## config.mk

```make
export PLATFORM = sky130hd
export DESIGN_NAME = dmem_req_ctrl_flat
export DESIGN_NICKNAME = d
export VERILOG_FILES = /design/src/rtl/dmem_req_ctrl_if.sv /design/src/rtl/dmem_req_ctrl.sv /design/src/flat_wrapper.sv
export SDC_FILE = /design/constraint.sdc
export NUM_CORES = 1
export LEC_CHECK = 0
export ABC_AREA = 1
export CAP_MARGIN = 10
export CORE_MARGIN = 1.5
export CORE_UTILIZATION = 43
export CTS_BUF_LIST = sky130_fd_sc_hd__clkbuf_16
export DETAILED_ROUTE_END_ITERATION = 16
export PLACE_DENSITY = 0.95
export SYNTH_ARGS = -nofsm -noshare
export SYNTH_HDL_FRONTEND = slang
export SYNTH_SLANG_ARGS = --single-unit
```

## constraint.sdc

```tcl
create_clock -name clk -period 5.6 [get_ports clk]
set_clock_uncertainty 0.1 [all_clocks]
set_input_delay 1.68 -clock clk [delete_from_list [all_inputs] [get_ports clk]]
set_output_delay 1.68 -clock clk [all_outputs]
set_load 0.02 [all_outputs]
```

## src/rtl/dmem_req_ctrl_if.sv

```systemverilog
// SRAM-like data-memory request bus between the request controller (master)
// and the data bus bridge (slave).
interface dmem_req_ctrl_if #(
    parameter int AW = 32,
    parameter int DW = 32
);
    logic              req;
    logic              wr;
    logic [1:0]        size;
    logic [AW-1:0]     addr;
    logic [DW/8-1:0]   wstrb;
    logic [DW-1:0]     wdata;
    logic              addr_ok;
    logic              data_ok;
    logic [DW-1:0]     rdata;

    modport master (
        output req, wr, size, addr, wstrb, wdata,
        input  addr_ok, data_ok, rdata
    );

    modport slave (
        input  req, wr, size, addr, wstrb, wdata,
        output addr_ok, data_ok, rdata
    );
endinterface

```

## src/rtl/dmem_req_ctrl.sv

```systemverilog
// EX-side data-memory request controller: formats lanes, runs the req/addr_ok/data_ok
// handshake and stalls the pipeline until the access completes. Optional DMEM_ALIGN_CHECK_EN.
module dmem_req_ctrl #(
    parameter int AW = 32,
    parameter int DW = 32
) (
    input  logic                  clk,
    input  logic                  rst,
    input  logic                  ex_valid_i,
    input  logic [2:0]            ex_op_store_i,
    input  logic [4:0]            ex_op_load_i,
    input  logic [AW-1:0]         ex_addr_i,
    input  logic [DW-1:0]         ex_wdata_i,
    input  logic                  stall_mem_i,
    dmem_req_ctrl_if.master       bus,
    output logic                  stallreq_o,
    output logic [DW-1:0]         rdata_out_o,
`ifdef DMEM_ALIGN_CHECK_EN
    output logic                  adel_o,
    output logic                  ades_o,
`endif
    output logic                  rdata_valid_o
);

    typedef enum logic [1:0] {IDLE, REQ, WAIT, DONE} state_e;

    state_e          state_q, state_d;
    logic            wr_q;
    logic [1:0]      size_q;
    logic [AW-1:0]   addr_q;
    logic [3:0]      wstrb_q;
    logic [DW-1:0]   wdata_q;
    logic [DW-1:0]   rdata_q;

    logic            access;
    logic            misaligned;
    logic            take;
    logic            capture;
    logic [1:0]      newSize;
    logic [3:0]      newWstrb;
    logic [DW-1:0]   newWdata;
    logic [1:0]      a;

    assign a      = ex_addr_i[1:0];
    assign access = ex_valid_i & ((|ex_op_store_i) | (|ex_op_load_i));

`ifdef DMEM_ALIGN_CHECK_EN
    logic misLoad, misStore;
    assign misLoad    = ex_valid_i & (((ex_op_load_i[3] | ex_op_load_i[4]) & a[0])
                                      | (ex_op_load_i[0] & (|a)));
    assign misStore   = ex_valid_i & ((ex_op_store_i[1] & a[0])
                                      | (ex_op_store_i[2] & (|a)));
    assign adel_o     = (state_q == IDLE) & misLoad;
    assign ades_o     = (state_q == IDLE) & misStore;
    assign misaligned = misLoad | misStore;
`else
    assign misaligned = 1'b0;
`endif

    // Store data is replicated across lanes so the bridge can pass it straight to SRAM.
    always_comb begin
        newSize  = 2'd0;
        newWstrb = 4'b0000;
        newWdata = '0;
        if (|ex_op_store_i) begin
            if (ex_op_store_i[0]) begin
                newSize  = 2'd0;
                newWstrb = 4'b0001 << a;
                newWdata = {4{ex_wdata_i[7:0]}};
            end else if (ex_op_store_i[1]) begin
                newSize  = 2'd1;
                newWstrb = a[1] ? 4'b1100 : 4'b0011;
                newWdata = {2{ex_wdata_i[15:0]}};
            end else begin
                newSize  = 2'd2;
                newWstrb = 4'b1111;
                newWdata = ex_wdata_i;
            end
        end else if (ex_op_load_i[0]) begin
            newSize = 2'd2;
        end else if (ex_op_load_i[3] | ex_op_load_i[4]) begin
            newSize = 2'd1;
        end
    end

    always_comb begin
        state_d    = state_q;
        take       = 1'b0;
        capture    = 1'b0;
        stallreq_o = 1'b0;
        case (state_q)
            IDLE: begin
                if (access && !misaligned) begin
                    take       = 1'b1;
                    stallreq_o = 1'b1;
                    state_d    = REQ;
                end
            end
            REQ: begin
                stallreq_o = 1'b1;
                if (bus.addr_ok) state_d = WAIT;
            end
            WAIT: begin
                stallreq_o = 1'b1;
                if (bus.data_ok) begin
                    capture = ~wr_q;
                    state_d = DONE;
                end
            end
            DONE: begin
                if (!stall_mem_i) state_d = IDLE;
            end
            default: state_d = IDLE;
        endcase
    end

    always_ff @(posedge clk) begin
        if (rst) begin
            state_q <= IDLE;
            wr_q    <= 1'b0;
            size_q  <= 2'd0;
            addr_q  <= '0;
            wstrb_q <= 4'b0000;
            wdata_q <= '0;
            rdata_q <= '0;
        end else begin
            state_q <= state_d;
            if (take) begin
                wr_q    <= |ex_op_store_i;
                size_q  <= newSize;
                addr_q  <= ex_addr_i;
                wstrb_q <= newWstrb;
                wdata_q <= newWdata;
            end
            if (capture) rdata_q <= bus.rdata;
        end
    end

    // Request fields come straight from registers so they stay stable while req waits.
    assign bus.req       = (state_q == REQ);
    assign bus.wr        = wr_q;
    assign bus.size      = size_q;
    assign bus.addr      = addr_q;
    assign bus.wstrb     = wstrb_q;
    assign bus.wdata     = wdata_q;
    assign rdata_out_o   = rdata_q;
    assign rdata_valid_o = (state_q == DONE);

endmodule

```

## src/flat_wrapper.sv

```systemverilog
// flat-port wrapper written by rule: the top's interface ports become plain ports
module dmem_req_ctrl_flat 
#(
    parameter int AW = 32,
    parameter int DW = 32
)
  (clk, rst, ex_valid_i, ex_op_store_i, ex_op_load_i, ex_addr_i, ex_wdata_i, stall_mem_i, stallreq_o, rdata_out_o, rdata_valid_o, bus_req, bus_wr, bus_size, bus_addr, bus_wstrb, bus_wdata, bus_addr_ok, bus_data_ok, bus_rdata);
  dmem_req_ctrl_if #(.AW(AW), .DW(DW)) bus_i ();
  input  logic clk;
  input  logic rst;
  input  logic ex_valid_i;
  input  logic [2:0] ex_op_store_i;
  input  logic [4:0] ex_op_load_i;
  input  logic [AW-1:0] ex_addr_i;
  input  logic [DW-1:0] ex_wdata_i;
  input  logic stall_mem_i;
  output logic stallreq_o;
  output logic [DW-1:0] rdata_out_o;
  output logic rdata_valid_o;
  output wire logic [$bits(bus_i.req)-1:0] bus_req;
  output wire logic [$bits(bus_i.wr)-1:0] bus_wr;
  output wire logic [$bits(bus_i.size)-1:0] bus_size;
  output wire logic [$bits(bus_i.addr)-1:0] bus_addr;
  output wire logic [$bits(bus_i.wstrb)-1:0] bus_wstrb;
  output wire logic [$bits(bus_i.wdata)-1:0] bus_wdata;
  input wire logic [$bits(bus_i.addr_ok)-1:0] bus_addr_ok;
  input wire logic [$bits(bus_i.data_ok)-1:0] bus_data_ok;
  input wire logic [$bits(bus_i.rdata)-1:0] bus_rdata;
  assign bus_req = bus_i.req;
  assign bus_wr = bus_i.wr;
  assign bus_size = bus_i.size;
  assign bus_addr = bus_i.addr;
  assign bus_wstrb = bus_i.wstrb;
  assign bus_wdata = bus_i.wdata;
  assign bus_i.addr_ok = bus_addr_ok;
  assign bus_i.data_ok = bus_data_ok;
  assign bus_i.rdata = bus_rdata;
  dmem_req_ctrl #(.AW(AW), .DW(DW)) u_core (.clk(clk), .rst(rst), .ex_valid_i(ex_valid_i), .ex_op_store_i(ex_op_store_i), .ex_op_load_i(ex_op_load_i), .ex_addr_i(ex_addr_i), .ex_wdata_i(ex_wdata_i), .stall_mem_i(stall_mem_i), .bus(bus_i), .stallreq_o(stallreq_o), .rdata_out_o(rdata_out_o), .rdata_valid_o(rdata_valid_o));
endmodule
```

# Yosys cells after proc, flatten, opt, wreduce, memory -nomap -nowiden
# Index checks and enable logic that the tools add are counted.
# totals
elab_cells,46
ff_bits,105
# classes
bitwise_logic,4
mux,22
reduce_logical,5
n_eq_ne,7
n_shift,1
# ops
operator,count
$mux 32,3
$mux 2,8
$mux 4,4
$pmux 2 s4,1
$mux 1,5
$reduce_or 5->1,1
$eq 2x2->1 const B,2
$ne 2x1->1 const B,2
$ne 2x2->1 const B,2
$reduce_and 4->1,1
$shl 1x2->4 const A,1
$reduce_or 3->1,1
$eq 2x1->1 const B,1
$logic_not 2->1,1
$or 1x1->1,2
$pmux 1 s2,1
$reduce_or 2->1,1
$and 1x1->1,1
$not 1->1,1

# Depth between registers and ports, before layout
# logic_depth
word_depth,5
mapped_depth,10

# Worst setup path after synthesis
# No wires, ideal clock.
# synth_path
path_kind,in2out
startpoint,input ex_op_store_i[2]
endpoint,output stallreq_o
path_slack_ns,1.230
t_required_ns,3.820
arrival_ns,2.590
stages,7
cell_sequence,inv_1 nand2_2 inv_2 nand2_1 nand3_4 buf_4 a21oi_1
# synth_between
elab_chain_cells,5
# synth_rtl
element,line,rtl
"start, declared",flat_wrapper.sv:12,input logic [2:0] ex_op_store_i;
$reduce_or 3->1,dmem_req_ctrl.sv:45,assign access = ex_valid_i & ((|ex_op_store_i) | (|ex_op_load_i));
$or 1x1->1,dmem_req_ctrl.sv:45,
$and 1x1->1,dmem_req_ctrl.sv:45,
$mux 1,dmem_req_ctrl.sv:93,if (access && !misaligned) begin
$pmux 1 s2,dmem_req_ctrl.sv:91,case (state_q)
"end, declared",flat_wrapper.sv:17,output logic stallreq_o;
# Every way passes these cells.

# Worst setup path in the final report
# layout_path
startpoint,input ex_op_store_i[1]
endpoint,output stallreq_o
# The elaborated chain is that of the path after synthesis.

==> reports/results.txt <==
status - finished clean
Total Routing Usage GR - 24.84%
max cap viols - 0
IO Port Bufs - 215
CP most frequent cell - clkdlybuf4s50_1
final cycle utilization of the critical path - 92.09%
Starting Density - 44.59%
Ports - 216
leakage - 0.002634 µW
CTS tree - yes
Net Count, Synth - 681
Routed wire per std cell - 14.43 µm
slowest stage delay, CP - 630 ps
CP max-delay cell - clkdlybuf4s50_1
CTS HTree Levels - 3
die width - 101.3 µm
Seq pwr share - 38.1%
sequential-to-total area share from yosys stat - 50.54%
Synth cell types - 22
Hold Vio Cnt, Final - 0
DRT Pass-1 Iters - 5
RSZ-0062 raised after global routing - false
cts bufs inserted - 9
critical path fanouts, max - 5
number of global-route vias before repair - 4,391
VDD IR max - 0.3020 mV
DIE AREA - 10,270 µm²
Crit. End Element - primary output
ant diodes - 0
setup bufs post-CTS - 0
kind of critical path - in -> out
area delta synth->final - 59.33%
Synth top area share - 50.54%
max-slew violation count - 0
Final HPWL DP - 9518 µm
Core Util, Final - 71.04%
worst hold slack - 361.5 ps
Routed Antenna Nets - 0
Via density - 4.982
DRC Markers - 0
GR Overflow Total - 0
slew margin rel. - 37.62%
clk slew on worst S/H paths - 70 ps
Worst Path Required - 3820 ps
via count - 4,469
setup TNS - 0 ps
area leader, netlist - dfxtp_1
fmax - 193.9 MHz
first-pass GRT wire length - 20,270 µm
design internal power - 1639 µW
# rows - 35
Clock Path Buffers - 2
Sw Ratio - 34.71%
largest net degree at the start of global routing - 73
final setup fails - 0
CTS root buf - clkbuf_16
total power - 2510 µW
Synth Register Bits - 105
worst-path cell chain - clkdlybuf4s50_1 > nor2_4 > nand2_2 > inv_2 > nand2_1 > nand3_4 > a21oi_1 > clkdlybuf4s50_1
Core Footprint - 9328 µm²
Final Cell Area - 6626 µm²
post-CTS sizing - 0
Cell Pwr Density - 378.7 nW/µm²
Synth warnings - 0
cell count after synthesis - 566
clock latency at the later pin of the worst-skew pair - 330 ps
Die H - 101.3 µm
antenna violations before repair - 0
synth top area cells - dfxtp_1 51%, nand2_1 17%, a21oi_1 8.9%
Placement Cell Area - 6324 µm²
CTS Sinks - 105
Hold WC Path Type - reg -> reg
DR iter-0 viols - 208
CP Launch Type - primary input
final WL - 12,950 µm
share of post-route cells with drive strength above 1 - 4.297%
most frequent cells in the layout - 214 x clkdlybuf4s50_1, 188 x nand2_1, 105 x dfxtp_1, 74 x nor2_1, 74 x a21oi_1
CP arrival - 3380 ps
routability cong. - 0.9557
Final nets - 878
hold buffer count at cts - 0
Clk pwr share - 25.2%
switching power - 871.0 µW
Slew @ Worst Pin - 934.7 ps
Syn Area/Cell - 7.348 µm²
fin crit period - 5157 ps
mapped cell area - 4159 µm²
most common cell after layout, fill and taps aside - clkdlybuf4s50_1
Comb pwr share - 36.7%
sequential cells by signal, summed over array words and instances, names as in the netlist:
name / count
u_core.bus.wstrb: 4
u_core.bus.addr: 32
u_core.rdata_out_o: 32
u_core.bus.wdata: 32
u_core.bus.size: 2
u_core.bus.wr: 1
u_core.state_q: 2
worst max-delay path: cells and delay by family:
family,cells,cell delay (ps)
buffers and inverters,3,1210
AND/OR/NAND/NOR,4,340
AO/OA/AOI/OAI,1,140
cell usage after synthesis (all sizes together):
master and instances:
a21boi 6, a21oi 74, a31oi 2, buf 15
clkbuf 19, dfxtp 105, ha 5, inv 23
nand2 189, nand3 3, nor2 75, o211ai 4
o21ai 40, or2 6
worst paths after layout:
kind | start | slack, ps | to | cells after the start
max | ex_op_store_i[1] | 440 | stallreq_o | 8
max reg2reg | u_core.state_q[0] | 3300 | u_core.bus.addr[29] | 7
min | u_core.bus.wstrb[0] | 360 | u_core.bus.wstrb[0] | 2
min reg2reg | u_core.bus.wstrb[0] | 360 | u_core.bus.wstrb[0] | 2
metrics by stage:
| step | std cells | worst slack (ps) |
|---|---|---|
| floorplan | 566 | 1230 |
| global placement | 881 | 490.4 |
| detailed placement | 881 | 448.9 |
| CTS | 897 | 437.7 |
| global route | 897 | 337.8 |
| finish | 897 | 442.9 |
layout make-up:
type,count,area [µm²]
multi-input cells,404,1787
clock inverters,7,77.57
well taps,129,161.4
fillers,716,2701
flip-flops and latches,105,2102
clock buffers,9,225.2
repair buffers,220,2185
inverters,23,88.84
power groups by stage:
stage,sequential (µW),combinational (µW),clock (µW)
after CTS,955,924,647
after detailed placement,970,919,0
after global placement,963,893,0
after global routing,970,996,674
final,956,921,633
after floorplan,1120,350,0
logic make-up (layout without fill, tap and decap cells):
family	Yosys count	after routing	share of synthesized area (%)
buffers and inverters	57	259	6.498
AOI/OAI and AO/OA	126	126	15.82
and+or+nand+nor	273	273	25.63
DFF	105	105	50.54
adders and majority gates	5	5	1.504
routing by layer:
metal	track usage, %	vias to the layer above	routed length, µm
li1	-	2191	-
met1	27.07	2066	5052
met2	46.41	181	6646
met3	6.349	31	901
met4	8.761	0	347
met5	0	-	0
No activity file was read; power rests on OpenSTA's default activity.
